==> config.mk <==
export PLATFORM = sky130hd
export DESIGN_NAME = mem_req_arbiter
export DESIGN_NICKNAME = d
export VERILOG_FILES = /design/src/rtl/mem_req_arbiter.sv
export SDC_FILE = /design/constraint.sdc
export NUM_CORES = 1
export LEC_CHECK = 0
export CAP_MARGIN = 20
export CORE_AREA = 2 2 150 152
export CTS_BUF_LIST = sky130_fd_sc_hd__clkbuf_4 sky130_fd_sc_hd__clkbuf_8
export DETAILED_ROUTE_END_ITERATION = 10
export DIE_AREA = 0 0 152 154
export SLEW_MARGIN = 20
export SYNTH_ARGS = -nofsm -noshare
export SYNTH_HDL_FRONTEND = slang
export SYNTH_SLANG_ARGS = --single-unit
==> constraint.sdc <==
create_clock -name clock -period 2.25 [get_ports clock]
set_input_delay 0.45 -clock clock [delete_from_list [all_inputs] [get_ports clock]]
set_output_delay 0.45 -clock clock [all_outputs]
set_load 0.005 [all_outputs]
==> src/rtl/mem_req_arbiter.sv <==
// mem_req_arbiter
//   Arbitrates dcache (load/store) and icache (line fetch) requests onto the
//   single proc2mem port, records which cache owns each outstanding load tag,
//   and steers returning memory tags back to the owning cache.
//
// Optional feature macro: MEM_ARB_ANTI_STARVE_EN
//   defined   -> icache starvation counter; icache takes priority after
//                STARVE_LIMIT consecutive denied cycles.
//   undefined -> strict dcache priority, no counter, STARVE_LIMIT unused.
//
// Ports
//   clock                    system clock
//   reset                    active-low asynchronous reset
//   icache_req_addr          {valid, addr[31:0]} icache line request
//   icache_req_accepted      icache request taken this cycle
//   dcache_req_valid/cmd/addr/data   dcache request
//   dcache_req_accepted      dcache request taken this cycle
//   proc2mem_command/addr/data       granted request to memory
//                            (command: 0 = NONE, 1 = LOAD, 2 = STORE)
//   mem2proc_transaction_tag same-cycle tag from memory, 0 = rejected
//   mem2proc_data_tag        tag of returning data, 0 = none
//   mem2proc_data            returning data
//   current_req_tag          accepted tag, broadcast to both caches
//   icache_data_tag          returning tag when owned by icache, else 0
//   dcache_data_tag          returning tag when owned by dcache, else 0
//   mem_data                 mem2proc_data passthrough
module mem_req_arbiter #(
    parameter int unsigned NUM_TAGS     = 15,
    parameter int unsigned STARVE_LIMIT = 8,
    localparam int unsigned TAG_W       = $clog2(NUM_TAGS + 1)
) (
    input  logic             clock,
    input  logic             reset,
    input  logic [32:0]      icache_req_addr,
    output logic             icache_req_accepted,
    input  logic             dcache_req_valid,
    input  logic [1:0]       dcache_req_cmd,
    input  logic [31:0]      dcache_req_addr,
    input  logic [63:0]      dcache_req_data,
    output logic             dcache_req_accepted,
    output logic [1:0]       proc2mem_command,
    output logic [31:0]      proc2mem_addr,
    output logic [63:0]      proc2mem_data,
    input  logic [TAG_W-1:0] mem2proc_transaction_tag,
    input  logic [TAG_W-1:0] mem2proc_data_tag,
    input  logic [63:0]      mem2proc_data,
    output logic [TAG_W-1:0] current_req_tag,
    output logic [TAG_W-1:0] icache_data_tag,
    output logic [TAG_W-1:0] dcache_data_tag,
    output logic [63:0]      mem_data
);

    typedef enum logic [1:0] {
        MEM_NONE  = 2'd0,
        MEM_LOAD  = 2'd1,
        MEM_STORE = 2'd2
    } mem_cmd_e;

    localparam int unsigned TAG_SPACE = 1 << TAG_W;

    // Owner table sized to the full tag space; entry 0 is never allocated.
    logic [TAG_SPACE-1:0] tag_valid;
    logic [TAG_SPACE-1:0] tag_owner;   // 1 = icache, 0 = dcache

    logic icache_valid;
    logic icache_priority;
    logic grant_d;
    logic grant_i;
    logic tag_ok;
    logic alloc_load;
    logic ret_hit;

    assign icache_valid = icache_req_addr[32];

`ifdef MEM_ARB_ANTI_STARVE_EN
    localparam int unsigned CNT_W = $clog2(STARVE_LIMIT + 1);
    logic [CNT_W-1:0] starve_cnt;

    assign icache_priority = icache_valid && (starve_cnt == CNT_W'(STARVE_LIMIT));

    // Counts consecutive denied icache cycles; a memory rejection while the
    // icache holds priority leaves the count saturated so priority persists.
    always_ff @(posedge clock or negedge reset) begin
        if (!reset) begin
            starve_cnt <= '0;
        end else if (!icache_valid || icache_req_accepted) begin
            starve_cnt <= '0;
        end else if (starve_cnt != CNT_W'(STARVE_LIMIT)) begin
            starve_cnt <= starve_cnt + 1'b1;
        end
    end
`else
    assign icache_priority = 1'b0;
`endif

    // Grants are gated by reset so all request-side outputs are quiet in reset.
    assign grant_d = reset && dcache_req_valid && !icache_priority;
    assign grant_i = reset && icache_valid && !grant_d;
    assign tag_ok  = (mem2proc_transaction_tag != '0);

    assign dcache_req_accepted = grant_d && tag_ok;
    assign icache_req_accepted = grant_i && tag_ok;
    assign current_req_tag     = reset ? mem2proc_transaction_tag : '0;

    assign alloc_load = tag_ok &&
        (grant_i || (grant_d && (dcache_req_cmd == MEM_LOAD)));

    always_comb begin
        proc2mem_command = MEM_NONE;
        proc2mem_addr    = '0;
        proc2mem_data    = '0;
        if (grant_d) begin
            proc2mem_command = dcache_req_cmd;
            proc2mem_addr    = dcache_req_addr;
            if (dcache_req_cmd == MEM_STORE) begin
                proc2mem_data = dcache_req_data;
            end
        end else if (grant_i) begin
            proc2mem_command = MEM_LOAD;
            proc2mem_addr    = icache_req_addr[31:0];
        end
    end

    // Returns are routed only for live, in-range tags; anything else is dropped.
    assign ret_hit = reset && (mem2proc_data_tag != '0) &&
                     (mem2proc_data_tag <= TAG_W'(NUM_TAGS)) &&
                     tag_valid[mem2proc_data_tag];

    assign icache_data_tag = (ret_hit &&  tag_owner[mem2proc_data_tag]) ? mem2proc_data_tag : '0;
    assign dcache_data_tag = (ret_hit && !tag_owner[mem2proc_data_tag]) ? mem2proc_data_tag : '0;
    assign mem_data        = mem2proc_data;

    // Clear precedes set so a tag returned and re-issued in the same cycle
    // ends up owned by the new requester.
    always_ff @(posedge clock or negedge reset) begin
        if (!reset) begin
            tag_valid <= '0;
            tag_owner <= '0;
        end else begin
            if (ret_hit) begin
                tag_valid[mem2proc_data_tag] <= 1'b0;
            end
            if (alloc_load) begin
                tag_valid[mem2proc_transaction_tag] <= 1'b1;
                tag_owner[mem2proc_transaction_tag] <= grant_i;
            end
        end
    end

endmodule

==> reports/metrics.cfg, run 1 <==
[grt]
global_route.overflow_total=0
vias_in_the_first_global_route=3464
track_usage_pct=11.46
initial_antenna_violation_count=2
grt_start_max_net_pins=31
grt_pass1_wl_um=20730

[power]
clockPowerShare_pct=26.5
comb_power_share_pct=40.9
sw_ratio_pct=25.45
power.ir.vdd_worst_uv=195.2
power_density_mw_per_mm2=347.4
internal_power_w=0.001583
sequentialPowerShare_pct=32.6
netSwitchingPower_w=0.0005404
p_leak_nw=2.992

[clock_network]
cts.htree.levels=2
cts.reportedPaths.clkPinSlew_ns=0.07
clock_tree.buffer_depth=2
cts_made_buffers=5
clock-sinks=31
cts_root_buffer=sky130_fd_sc_hd__clkbuf_8
tritoncts=yes
worst_skew_pair.late_latency_ns=0.28

[yosys]
synth-async-reset-ratio_pct=100.0
avgSynthCellArea_um2=9.012
syn-num-nets=541
synthesis.instances=335
post_synth_main_area_contributors=sky130_fd_sc_hd__dfrtp_1, sky130_fd_sc_hd__buf_4, sky130_fd_sc_hd__and2_1
synth.top_cell.area_share_pct=25.69
synth_top_area_cell=sky130_fd_sc_hd__dfrtp_1
postSynthRegisterBits=31
number_of_enable_flip_flop_cells_after_synthesis=0
yosys.cell_types.count=34
ys.warnings.count=0
proportion_of_synthesized_chip_area_in_sequential_cells_pct=25.69
post_synth_instance_area_mm2=0.003019
synthFlopType=sky130_fd_sc_hd__dfrtp_1

[timing]
timing.fmax_mhz=381.3
timing.hold.ws_ns=0.2403
post-route-period-util_pct=116.6
fin_worst_skew_ns=0.0005734
report.final.slew_viol_count=0
final-hold-violation-count=0
finalSetupViolCount=8
tns_ns=-2.614
unrepaired_setup_endpoints_after_global_routing=true
timing.slew.headroom_pct=80.13
finalWorstPathRequiredPeriod_ns=2.623
final_critical_path_setup_slack_ns=-0.3729
worstMarginPinSlew_ns=0.2974

[finish]
finalNetCount=789
areaGrowthSynthToFinish_pct=102.4
fill_cell_instance_count_of_the_final_layout=2312
mostFrequentLayoutCell=sky130_fd_sc_hd__clkdlybuf4s50_1
layout.cells.most_common_list=sky130_fd_sc_hd__clkdlybuf4s50_1, sky130_fd_sc_hd__dlygate4sd2_1, sky130_fd_sc_hd__and2_1
layout-drive-gt1-share_pct=28.94
antenna_diode_count=0

[worst_setup_path]
worstReg2RegEnd=tag_valid[12]$_DFF_PN0_
path_cells=buf_6 -> buf_12 -> mux4_2 -> mux4_2 -> buf_6 -> nor3b_2 -> buf_2
reg2reg_from=tag_valid[13]$_DFF_PN0_
r2r_setup_slack_ns=0.64
crit_path_top_delay_cell=sky130_fd_sc_hd__mux4_2
critPathKind=in -> out
data_arrival_time_of_the_critical_path_ns=2.17
element_type_at_the_critical_path_start=input port
setup_crit_end_kind=output pin
worst_r2r_path_depth=5
critPathMaxStageDelay_ns=0.58
path_max_fanout=8
cp_data_required_time_ns=1.80

[route]
drt_iter0_drc=118
met3WireLength_um=1098
drt-total-wl_um=13910
detail_route.drc_violations=0
drtPass1Iterations=4
wl_met1_um=5654
detailroute.via_count=3277
routedWlPerCell_um=16.10
post_drt_via_cell_ratio=3.793
routed-wl-met2_um=6790
drt.antenna.violating_nets=0
highest_layer=met5

[min_path]
min_delay_worst_type=in -> async

[die]
die-width_um=152
core_mm2=0.02169
die_height_um=154
row_count=54
pin_count=382
dieArea_mm2=0.02341
initial_utilization_pct=13.92

[flow_run]
cap_violations=0

[outcome]
failed_checks=negative setup slack
outcome=complete, but fails checks

[placed_design]
dp.final_hpwl_um=11710
routabilityCongestion=0.8037
portBuffers=253

==> layer usage <==
| metal | GRT usage (%) | vias up |
|---|---|---|
| met5 | 0 | - |
| met2 | 19.76 | 141 |
| met1 | 13.57 | 1509 |
| li1 | - | 1596 |
| met3 | 3.608 | 27 |
| met4 | 3.649 | 4 |
==> per-stage QoR <==
stage / worst slack, ns / power [W] / cell area, um^2 / std cells / utilization [%]
2_1_floorplan: 0.001676 / 0.001082 / 3057 / 335 / -
3_3_place_gp: -1.101 / 0.001545 / 5807 / 830 / 26.77
3_5_place_dp: -1.173 / 0.001552 / 5807 / 830 / 26.77
4_1_cts: -0.4202 / 0.002146 / 6111 / 863 / 28.18
5_1_grt: -0.4403 / 0.002248 / 6111 / 864 / 28.18
6_report: -0.3729 / 0.002123 / 6111 / 864 / 28.18
==> sequential cells by signal, indices dropped and copies added, names as in the netlist <==
signal     count
tag_valid     15
tag_owner     16
==> synthesized netlist by cell type (all sizes together), types with 2 or more instances <==
| library cell | number |
|---|---|
| a21bo | 8 |
| a22o | 32 |
| and2 | 71 |
| and3b | 2 |
| buf | 67 |
| clkbuf | 23 |
| dfrtp | 31 |
| mux2 | 15 |
| mux4 | 9 |
| nand2 | 15 |
| nand2b | 4 |
| nand3 | 13 |
| nand3b | 2 |
| nand4b | 5 |
| nor2 | 7 |
| nor2b | 10 |
| nor3b | 3 |
| o21ai | 6 |
==> worst max path at each step <==
stage,from,endpoint,slack [ns],depth (start not counted)
after global placement,mem2proc_data_tag[0],dcache_data_tag[0],-1.10,6
final,mem2proc_data_tag[0],dcache_data_tag[0],-0.37,7
after CTS,tag_owner[3]$_DFFE_PN0P_,dcache_data_tag[0],-0.42,5
after global routing,tag_owner[15]$_DFFE_PN0P_,dcache_data_tag[1],-0.44,5
after detailed placement,mem2proc_data_tag[0],dcache_data_tag[0],-1.17,6
after floorplan,mem2proc_data_tag[0],icache_data_tag[0],0.002,5
==> power groups by stage <==
stage,registers [W],logic (W),clock network (W)
2_1_floorplan,0.000681,0.000401,0
3_3_place_gp,0.000701,0.000844,0
3_5_place_dp,0.000701,0.000851,0
4_1_cts,0.000692,0.000879,0.000575
5_1_grt,0.000700,0.000937,0.000610
6_report,0.000692,0.000868,0.000564
==> final cells by class <==
| type | count | area [um^2] | share of cell area, % |
|---|---|---|---|
| Timing Repair Buffer | 331 | 3138 | 51.35 |
| Clock inverter | 2 | 35.03 | 0.5733 |
| Multi-Input combinational cell | 214 | 1729 | 28.30 |
| Clock buffer | 6 | 82.58 | 1.351 |
| Tap cell | 280 | 350.3 | 5.733 |
| Sequential cell | 31 | 775.7 | 12.69 |
==> timing repair <==
action / CTS / global route
hold buffers: 0 / 0
pin swaps: 9 / 3
cloned: 6 / 0
setup endpoints to repair: 110 / 19
buffers inserted: 19 / 1
gates resized for setup: 254 / 6
==> logic make-up (layout without fill, tap and decap cells) <==
| family | after synthesis | in the layout | share of synthesized area (%) |
|---|---|---|---|
| buf+inv | 90 | 339 | 19.48 |
| simple gates | 138 | 138 | 27.27 |
| mux | 25 | 25 | 13.14 |
| flops | 31 | 31 | 25.69 |
| compound gates | 51 | 51 | 14.42 |
==> critical path: cells and delay by family <==
kind	cells	cell delay, ns
buffers and inverters	4	0.49
and+or+nand+nor	1	0.15
muxes	2	1.08
(Power assumes the default switching activity.)
==> run 2, diff against run 1 <==
HOLD_SLACK_MARGIN = 0.02   (was unset)
SLEW_MARGIN = unset   (was 20)
==> results of run 2 <==
Same layout as run 1: the final DEF is identical, and so are final timing and power.
